### src/rtl/iguana_pkg.sv
// Shared constants for the iguana VGA output stage: default pixel widths and
// the 4x4 ordered-dither (Bayer) threshold matrix.
package iguana_pkg;

    localparam int VgaRedWidth   = 5;
    localparam int VgaGreenWidth = 6;
    localparam int VgaBlueWidth  = 5;
    localparam int PadRedWidth   = 2;
    localparam int PadGreenWidth = 2;
    localparam int PadBlueWidth  = 2;

    // Row is selected by iy, column by ix.
    localparam logic [3:0] BAYER4 [4][4] = '{
        '{4'd0,  4'd8,  4'd2,  4'd10},
        '{4'd12, 4'd4,  4'd14, 4'd6 },
        '{4'd3,  4'd11, 4'd1,  4'd9 },
        '{4'd15, 4'd7,  4'd13, 4'd5 }
    };

    function automatic logic [3:0] bayer4(input logic [1:0] iy, input logic [1:0] ix);
        return BAYER4[iy][ix];
    endfunction

endpackage

### src/rtl/iguana_vga_dither_chan.sv
// One colour channel: keeps the upper bits and rounds up when the dropped
// remainder exceeds the Bayer threshold scaled to the remainder's width.
module iguana_vga_dither_chan #(
    parameter int InWidth  = 5,
    parameter int OutWidth = 2
) (
    input  logic [InWidth-1:0]  pixel,
    input  logic [3:0]          bayer,
    input  logic                dither_en,
    output logic [OutWidth-1:0] level
);

    localparam int D = InWidth - OutWidth;

    logic [OutWidth-1:0] hi;
    logic [D-1:0]        rem;
    logic [D+3:0]        threshold;
    logic                bump;

    function automatic logic [OutWidth-1:0] sat_inc(input logic [OutWidth-1:0] v,
                                                    input logic inc);
        if (inc && (v != '1)) begin
            return v + 1'b1;
        end
        return v;
    endfunction

    assign hi  = pixel[InWidth-1:D];
    assign rem = pixel[D-1:0];

    // B * 2^D / 16 covers both the left-shift (D>=4) and right-shift (D<4) cases.
    assign threshold = {bayer, {D{1'b0}}} >> 4;

    assign bump  = dither_en && ({4'b0000, rem} > threshold);
    assign level = sat_inc(hi, bump);

endmodule

### src/rtl/iguana_vga_dither.sv
// VGA pad output stage: pixel/line/frame counters driven by sync assertion
// edges select a Bayer threshold; RGB and syncs are registered together.
module iguana_vga_dither
    import iguana_pkg::*;
#(
    parameter int   InRedWidth     = VgaRedWidth,
    parameter int   InGreenWidth   = VgaGreenWidth,
    parameter int   InBlueWidth    = VgaBlueWidth,
    parameter int   OutRedWidth    = PadRedWidth,
    parameter int   OutGreenWidth  = PadGreenWidth,
    parameter int   OutBlueWidth   = PadBlueWidth,
    parameter int   PixShift       = 0,
    parameter logic SyncActiveHigh = 1'b0
) (
    input  logic                     clk_i,
    input  logic                     rst_i,
    input  logic                     dither_en_i,
    input  logic                     temporal_en_i,
    input  logic                     hsync_i,
    input  logic                     vsync_i,
    input  logic [InRedWidth-1:0]    red_i,
    input  logic [InGreenWidth-1:0]  green_i,
    input  logic [InBlueWidth-1:0]   blue_i,
    output logic                     hsync_o,
    output logic                     vsync_o,
    output logic [OutRedWidth-1:0]   red_o,
    output logic [OutGreenWidth-1:0] green_o,
    output logic [OutBlueWidth-1:0]  blue_o
);

    localparam int XW = 2 + PixShift;

    logic [XW-1:0] x_cnt;
    logic [1:0]    y_cnt;
    logic [1:0]    frame_cnt;
    logic          hsync_edge;
    logic          vsync_edge;
    logic [1:0]    ix;
    logic [1:0]    iy;
    logic [3:0]    bayer;

    logic [OutRedWidth-1:0]   red_d;
    logic [OutGreenWidth-1:0] green_d;
    logic [OutBlueWidth-1:0]  blue_d;

    // The registered sync outputs double as the previous-cycle sync levels.
    assign hsync_edge = (hsync_i == SyncActiveHigh) && (hsync_o != SyncActiveHigh);
    assign vsync_edge = (vsync_i == SyncActiveHigh) && (vsync_o != SyncActiveHigh);

    always_comb begin
        ix = x_cnt[PixShift +: 2];
        iy = y_cnt;
        if (temporal_en_i) begin
            ix = ix + frame_cnt;
            iy = iy + frame_cnt;
        end
    end

    assign bayer = bayer4(iy, ix);

    iguana_vga_dither_chan #(.InWidth(InRedWidth), .OutWidth(OutRedWidth)) u_red (
        .pixel     (red_i),
        .bayer     (bayer),
        .dither_en (dither_en_i),
        .level     (red_d)
    );

    iguana_vga_dither_chan #(.InWidth(InGreenWidth), .OutWidth(OutGreenWidth)) u_green (
        .pixel     (green_i),
        .bayer     (bayer),
        .dither_en (dither_en_i),
        .level     (green_d)
    );

    iguana_vga_dither_chan #(.InWidth(InBlueWidth), .OutWidth(OutBlueWidth)) u_blue (
        .pixel     (blue_i),
        .bayer     (bayer),
        .dither_en (dither_en_i),
        .level     (blue_d)
    );

    // Output stage: one register level for syncs, colour and counters.
    always_ff @(posedge clk_i) begin
        if (rst_i) begin
            x_cnt     <= '0;
            y_cnt     <= '0;
            frame_cnt <= '0;
            hsync_o   <= ~SyncActiveHigh;
            vsync_o   <= ~SyncActiveHigh;
            red_o     <= '0;
            green_o   <= '0;
            blue_o    <= '0;
        end else begin
            x_cnt <= hsync_edge ? '0 : x_cnt + 1'b1;
            if (vsync_edge) begin
                y_cnt <= '0;
            end else if (hsync_edge) begin
                y_cnt <= y_cnt + 1'b1;
            end
            if (vsync_edge) begin
                frame_cnt <= frame_cnt + 1'b1;
            end
            hsync_o <= hsync_i;
            vsync_o <= vsync_i;
            red_o   <= red_d;
            green_o <= green_d;
            blue_o  <= blue_d;
        end
    end

endmodule

### config.mk
export PLATFORM = sky130hd
export DESIGN_NAME = iguana_vga_dither
export DESIGN_NICKNAME = d
export VERILOG_FILES = /design/src/rtl/iguana_pkg.sv /design/src/rtl/iguana_vga_dither_chan.sv /design/src/rtl/iguana_vga_dither.sv
export SDC_FILE = /design/constraint.sdc
export NUM_CORES = 1
export LEC_CHECK = 0
export CORE_MARGIN = 10
export CORE_UTILIZATION = 42
export CTS_BUF_LIST = sky130_fd_sc_hd__clkbuf_4
export DETAILED_ROUTE_END_ITERATION = 6
export PLACE_DENSITY = 0.77
export SLEW_MARGIN = 10
export SYNTH_ARGS = -nofsm -noshare
export SYNTH_HDL_FRONTEND = slang
export SYNTH_HIERARCHICAL = 1
export SYNTH_SLANG_ARGS = --single-unit
### constraint.sdc
create_clock -name clk_i -period 2.4 [get_ports clk_i]
set_input_delay 0.24 -clock clk_i [delete_from_list [all_inputs] [get_ports clk_i]]
set_output_delay 0.24 -clock clk_i [all_outputs]
set_load 0.005 [all_outputs]
# --- After elaboration in Yosys (flattened, before gate mapping) ---
# Index checks and enable logic that the tools add are counted.
totals:
  ff_bits: 14
  input_bits: 22
  output_inout_bits: 8
classes:
  n_bitwise: 4
  n_reduce_logical: 10
  order_cmp: 5
  add_sub_neg: 8
  muxes: 17
  eq_ne: 3
ops:
  columns: ["op", "count"]
  rows:
  - ["binary-select mux 16 bit (select 2 bit)", 1]
  - ["2-to-1 mux 16 bit", 2]
  - ["2-to-1 mux 2 bit", 8]
  - ["adder 2 x 1 -> 2 bit (second input constant)", 6]
  - ["binary-select mux 4 bit (select 2 bit)", 1]
  - ["logical AND 1 bit", 8]
  - ["2-to-1 mux 4 bit", 2]
  - ["greater-or-equal comparator 3 bit (second input constant)", 2]
  - ["> comparator 3 bit", 2]
  - ["!= test 2 bit (second input constant)", 3]
  - ["NOT 2 -> 3 bit", 2]
  - ["adder 2 bit", 2]
  - ["> comparator 4 bit", 1]
  - ["OR reduction 2 bit", 2]
  - ["2-to-1 mux 1 bit", 3]
  - ["NOT 1 bit", 2]

# --- Logic depth before layout (Yosys ltp) ---
depth:
  depth_word: 14
  mapped_depth: 11

# --- Hierarchy ---
# Netlist, hierarchy kept.
modules_own_cells:
  columns: ["mod", "cells_per_inst", "area_each_um2", "instances"]
  rows:
  - ["iguana_vga_dither", 50, 548.0, 1]
  - ["iguana_vga_dither_chan (u_blue ...)", 14, 117.6, 2]
  - ["iguana_vga_dither_chan (u_green)", 17, 147.6, 1]

# --- Worst setup path after synthesis ---
# No wires, ideal clock.
synth_path:
  path_type: "register to register"
  startpoint: "register y_cnt[0]"
  endpoint: "register red_o[1]"
  setup_time_ps: 117
  t_arrival_ps: 2337
  path_buffers: 0
  stages_incl_launch_ff: 11
  t_required_ps: 2283
  slack_ps: -54
  synth_period_minus_slack_ps: 2454
  cell_sequence: "dfxtp_1 ha_1 mux2_4 xnor2_1 inv_1 ha_1 nand3_1 o21ai_1 nor4b_2 mux2_1 nor2b_1"
synth_between:
  elab_chain_len: 14
synth_lines:
  columns: ["element", "line", "text"]
  rows:
  - ["start: declaration", "iguana_vga_dither.sv:34", "logic [1:0] y_cnt;"]
  - ["start signal: assignment", "iguana_vga_dither.sv:98", "y_cnt <= y_cnt + 1'b1;"]
  - ["adder 2 bit", "iguana_vga_dither.sv:55", "iy = iy + frame_cnt;"]
  - ["2-to-1 mux 2 bit *", "iguana_vga_dither.sv:53", "if (temporal_en_i) begin"]
  - ["NOT 2 -> 3 bit (implied by the code) *", "iguana_pkg.sv:21", "return BAYER4[iy][ix];"]
  - ["binary-select mux 16 bit (select 2 bit) *", "iguana_pkg.sv:21", null]
  - ["2-to-1 mux 16 bit (implied by the code) * (2 in a row)", "iguana_pkg.sv:21", null]
  - ["binary-select mux 4 bit (select 2 bit) *", "iguana_pkg.sv:21", null]
  - ["2-to-1 mux 4 bit (implied by the code) * (2 in a row)", "iguana_pkg.sv:21", null]
  - ["named net bayer[2]", "iguana_vga_dither.sv:40", "logic [3:0] bayer;"]
  - ["> comparator 3 bit *", "iguana_vga_dither_chan.sv:34", "assign bump = dither_en && ({4'b0000, rem} > threshold);"]
  - ["logical AND 1 bit *", "iguana_vga_dither_chan.sv:34", null]
  - ["logical AND 1 bit *", "iguana_vga_dither_chan.sv:22", "if (inc && (v != '1)) begin"]
  - ["2-to-1 mux 1 bit *", "iguana_vga_dither_chan.sv:22", null]
  - ["2-to-1 mux 2 bit *", "iguana_vga_dither_chan.sv:25", "return v;"]
  - ["named net red_d[1]", "iguana_vga_dither.sv:42", "logic [OutRedWidth-1:0] red_d;"]
  - ["end signal: assignment", "iguana_vga_dither.sv:105", "red_o <= red_d;"]
  - ["end: declaration", "iguana_vga_dither.sv:26", "output logic [OutRedWidth-1:0] red_o,"]
# The timed path passes the listed nets; every way through them passes the cells marked *. The select of a mux whose other input is x is not followed.
# A chain may end at the register's enable or synchronous reset.

# --- Worst setup path after layout ---
layout_path:
  startpoint: "register frame_cnt[0]"
  endpoint: "register red_o[1]"
layout_between:
  elab_chain_len: 14
  word_cells_on_any_way: 17
layout_lines:
  columns: ["element", "line", "text"]
  rows:
  - ["start: declaration", "iguana_vga_dither.sv:35", "logic [1:0] frame_cnt;"]
  - ["start signal: assignment", "iguana_vga_dither.sv:101", "frame_cnt <= frame_cnt + 1'b1;"]
  - ["adder 2 bit", "iguana_vga_dither.sv:55", null]
  - ["2-to-1 mux 2 bit", "iguana_vga_dither.sv:53", null]
  - ["NOT 2 -> 3 bit (implied by the code)", "iguana_pkg.sv:21", null]
  - ["binary-select mux 16 bit (select 2 bit)", "iguana_pkg.sv:21", null]
  - ["2-to-1 mux 16 bit (implied by the code) (2 in a row)", "iguana_pkg.sv:21", null]
  - ["binary-select mux 4 bit (select 2 bit) *", "iguana_pkg.sv:21", null]
  - ["2-to-1 mux 4 bit (implied by the code) * (2 in a row)", "iguana_pkg.sv:21", null]
  - ["named net bayer[2]", "iguana_vga_dither.sv:40", null]
  - ["> comparator 3 bit *", "iguana_vga_dither_chan.sv:34", null]
  - ["logical AND 1 bit *", "iguana_vga_dither_chan.sv:34", null]
  - ["logical AND 1 bit *", "iguana_vga_dither_chan.sv:22", null]
  - ["2-to-1 mux 1 bit *", "iguana_vga_dither_chan.sv:22", null]
  - ["2-to-1 mux 2 bit *", "iguana_vga_dither_chan.sv:25", null]
  - ["named net red_d[1]", "iguana_vga_dither.sv:42", null]
# Marks and branches as above.

==> impl_metrics.env <==
export IMPL_status="finished, violations left"
export IMPL_violations="negative setup slack"
export IMPL_power_density_nw_per_um2=515
export IMPL_grt_use_met1=0.109
export IMPL_layout_cells_non_filler=165
export IMPL_nNetsFinal=177
export IMPL_dpl_cell_count=160
export IMPL_worstMarginPinSlew_ns=0.521
export IMPL_ys_seq_elements=14
export IMPL_path_delay_family="multiplexers"
export IMPL_wl_per_cell_um=13.9
export IMPL_critPathKind="reg -> reg"
export IMPL_hold_worst_slack_ns=0.557
export IMPL_crit_path_start_kind="flop"
export IMPL_max_freq_ghz=0.414
export IMPL_dpl_hpwl_um=1790
export IMPL_ant_nets=0
export IMPL_synth_area_um2=931
export IMPL_grt_pass1_wl_um=3720
export IMPL_design_area_um2=1520
export IMPL_timing_clock_skew_ns=0.000352
export IMPL_hp_class="reg -> reg"
export IMPL_io_buffers=29
export IMPL_cp_data_arrival_time_ns=2.57
export IMPL_use_met3=0.0401
export IMPL_drc=0
export IMPL_core_um2=2040
export IMPL_cp_slowest_cell="dfxtp_4"
export IMPL_drt_vias_per_instance=4.87
export IMPL_cts_buffer_depth=2
export IMPL_cts_root_buf="clkbuf_4"
export IMPL_layout_cells_most_common="clkdlybuf4s50_1"
export IMPL_finalMaxSlewViolations=0
export IMPL_dieArea_um2=4500
export IMPL_cap_violations=0
export IMPL_syn_inst=95
export IMPL_finalWorstSetupSlack_ns=-0.0161
export IMPL_synth_async_reset_ratio=0
export IMPL_die_x_um=67.1
export IMPL_synth_net_count=132
export IMPL_initial_core_util=0.456
export IMPL_synth_top_area_frac=0.301
export IMPL_wirelength_um=2290
export IMPL_rsz0062_at_grt="true"
export IMPL_timing_final_hold_violations=0
export IMPL_met2_usage=0.190
export IMPL_cpPeakStageDelay_ns=0.38
export IMPL_synthTopCellsByArea="dfxtp_1 30%, ha_1 20%, xor2_1 7.5%"
export IMPL_yosysUniqueCellTypes=25
export IMPL_crit_top_cell="ha_4"
export IMPL_h_tree_depth=1
export IMPL_fin_crit_ns=2.42
export IMPL_drt_iter0_drc=24
export IMPL_n_antenna_cell=0
export IMPL_placed_area_um2=1340
export IMPL_ioPinCount=30
export IMPL_num_vias=803
export IMPL_synth_edf_count=0
export IMPL_fin_total_pwr_mw=0.785
export IMPL_finalSetupViolations=1
export IMPL_ys_seq_area_frac=0.301
export IMPL_die_h_um=67.1
export IMPL_drt_first_pass_iters=4
export IMPL_endpoint_kind="flop"
export IMPL_yosysTopAreaCell="dfxtp_1"
export IMPL_ir_drop_mv=0.370
export IMPL_clk_latency_ns=0.27
export IMPL_grt_usage=0.107
export IMPL_post_route_period_util=1.01
export IMPL_grt_overflow=0
export IMPL_place_ws_ns=-0.393
export IMPL_yosys_most_used_dff="dfxtp_1"
export IMPL_path_clk_slew_ns=0.08
export IMPL_cp_buffers_inverters=1
export IMPL_area_delta_synth_final_pct=63.7
export IMPL_fill_cells=147
export IMPL_grt_start_max_net_pins=15
export IMPL_p_leak_nw=0.648
export IMPL_row_count=16
export IMPL_crit_required_ns=2.55
export IMPL_final_cell_mix="28 x clkdlybuf4s50_1, 11 x dfxtp_1, 11 x buf_4"
export IMPL_top_usage_layer="met2"
export IMPL_antenna_found_initial=0
export IMPL_place_gp_congestion=0.749
export IMPL_ys_warnings_count=6
export IMPL_cts_tree="yes"
export IMPL_clkSinkCount=14
export IMPL_synth_area_per_cell_um2=9.80
export IMPL_max_slew_margin=0.651
export IMPL_path_max_fanout=3
export IMPL_cp_cell_sequence="ha_4 -> mux2_4 -> xnor2_4 -> inv_1 -> ha_4 -> nand3_2 -> o21ai_2 -> nor4b_2 -> mux2_1 -> nor2b_1"
export IMPL_grt_pass1_vias=816
export IMPL_drive_above_1_share=0.319
export IMPL_numCtsBuffers=3
==> metal layers <==
layer / routed length (um) / vias to the layer above / share of wire
li1: - / 406 / -
met1: 910 / 369 / 0.40
met2: 1190 / 24 / 0.52
met3: 171 / 4 / 0.075
met4: 18 / 0 / 0.0078
met5: 0 / - / 0
==> cell families (layout without fill, tap and decap cells) <==
kind of cell | after synthesis | after routing | share of synthesized area
DFF | 14 | 14 | 0.301
and+or+nand+nor | 27 | 27 | 0.190
adders and majority gates | 15 | 15 | 0.202
buffers and inverters | 13 | 56 | 0.0538
AOI/OAI and AO/OA | 7 | 7 | 0.0551
muxes | 5 | 5 | 0.0672
xor gates and xnor gates | 14 | 14 | 0.132
==> path summary, 6_finish.rpt <==
path / from / to / slack [ns] / depth (start not counted)
max: frame_cnt[0] / red_o[1] / -0.02 / 10
min: x_cnt[1] / x_cnt[1] / 0.56 / 2
max reg2reg: frame_cnt[0] / red_o[1] / -0.02 / 10
min reg2reg: x_cnt[1] / x_cnt[1] / 0.56 / 2
==> flip-flops by register name, summed over array words and instances (netlist names) <==
register,count
vsync_o,1
green_o,2
frame_cnt,2
x_cnt,2
red_o,2
y_cnt,2
blue_o,2
hsync_o,1
==> area by class of cell <==
cell class / count / area, um2 / share of cell area
clock buffer: 3 / 22.5 / 0.0148
inverter: 12 / 45.0 / 0.0296
multi-input combinational: 68 / 753 / 0.494
sequential: 14 / 287 / 0.188
tap: 27 / 33.8 / 0.0222
timing repair buffer: 41 / 383 / 0.251
==> cells in the mapped netlist, types with 3 or more instances <==
cell type / count
dfxtp_1: 14
ha_1: 15
inv_1: 12
nand3b_1: 3
nor2b_1: 7
nor3_1: 4
xnor2_1: 6
xor2_1: 8
==> what timing repair did <==
action / 4_1_cts / 5_1_grt
pin swaps: 4 / 8
endpoints found under the setup margin: 3 / 5
setup buffers: 2 / 1
hold buffers: 0 / 0
gates resized for setup: 11 / 14
hold endpoints to repair: 0 / 0
==> stage by stage <==
stage | TNS (ns) | utilization
2_1_floorplan | -0.00423 | -
3_3_place_gp | -1.16 | 0.654
3_5_place_dp | -1.64 | 0.654
4_1_cts | 0 | 0.712
5_1_grt | -0.451 | 0.746
6_report | -0.0161 | 0.746
==> power by group <==
group / total [mW] / switching, mW / leakage [nW] / internal [mW]
Sequential: 0.266 / 0.0121 / 0.117 / 0.254
Clock: 0.132 / 0.0735 / 0.0138 / 0.0582
Combinational: 0.387 / 0.156 / 0.517 / 0.231
Total: 0.785 / 0.241 / 0.648 / 0.543
==> worst min-delay path: stages, from the launching register on <==
cell and delay, ns:
dfxtp_1 0.33, xnor2_1 0.14, nor3_1 0.04
Note: power is estimated with default switching activity, not from simulation.
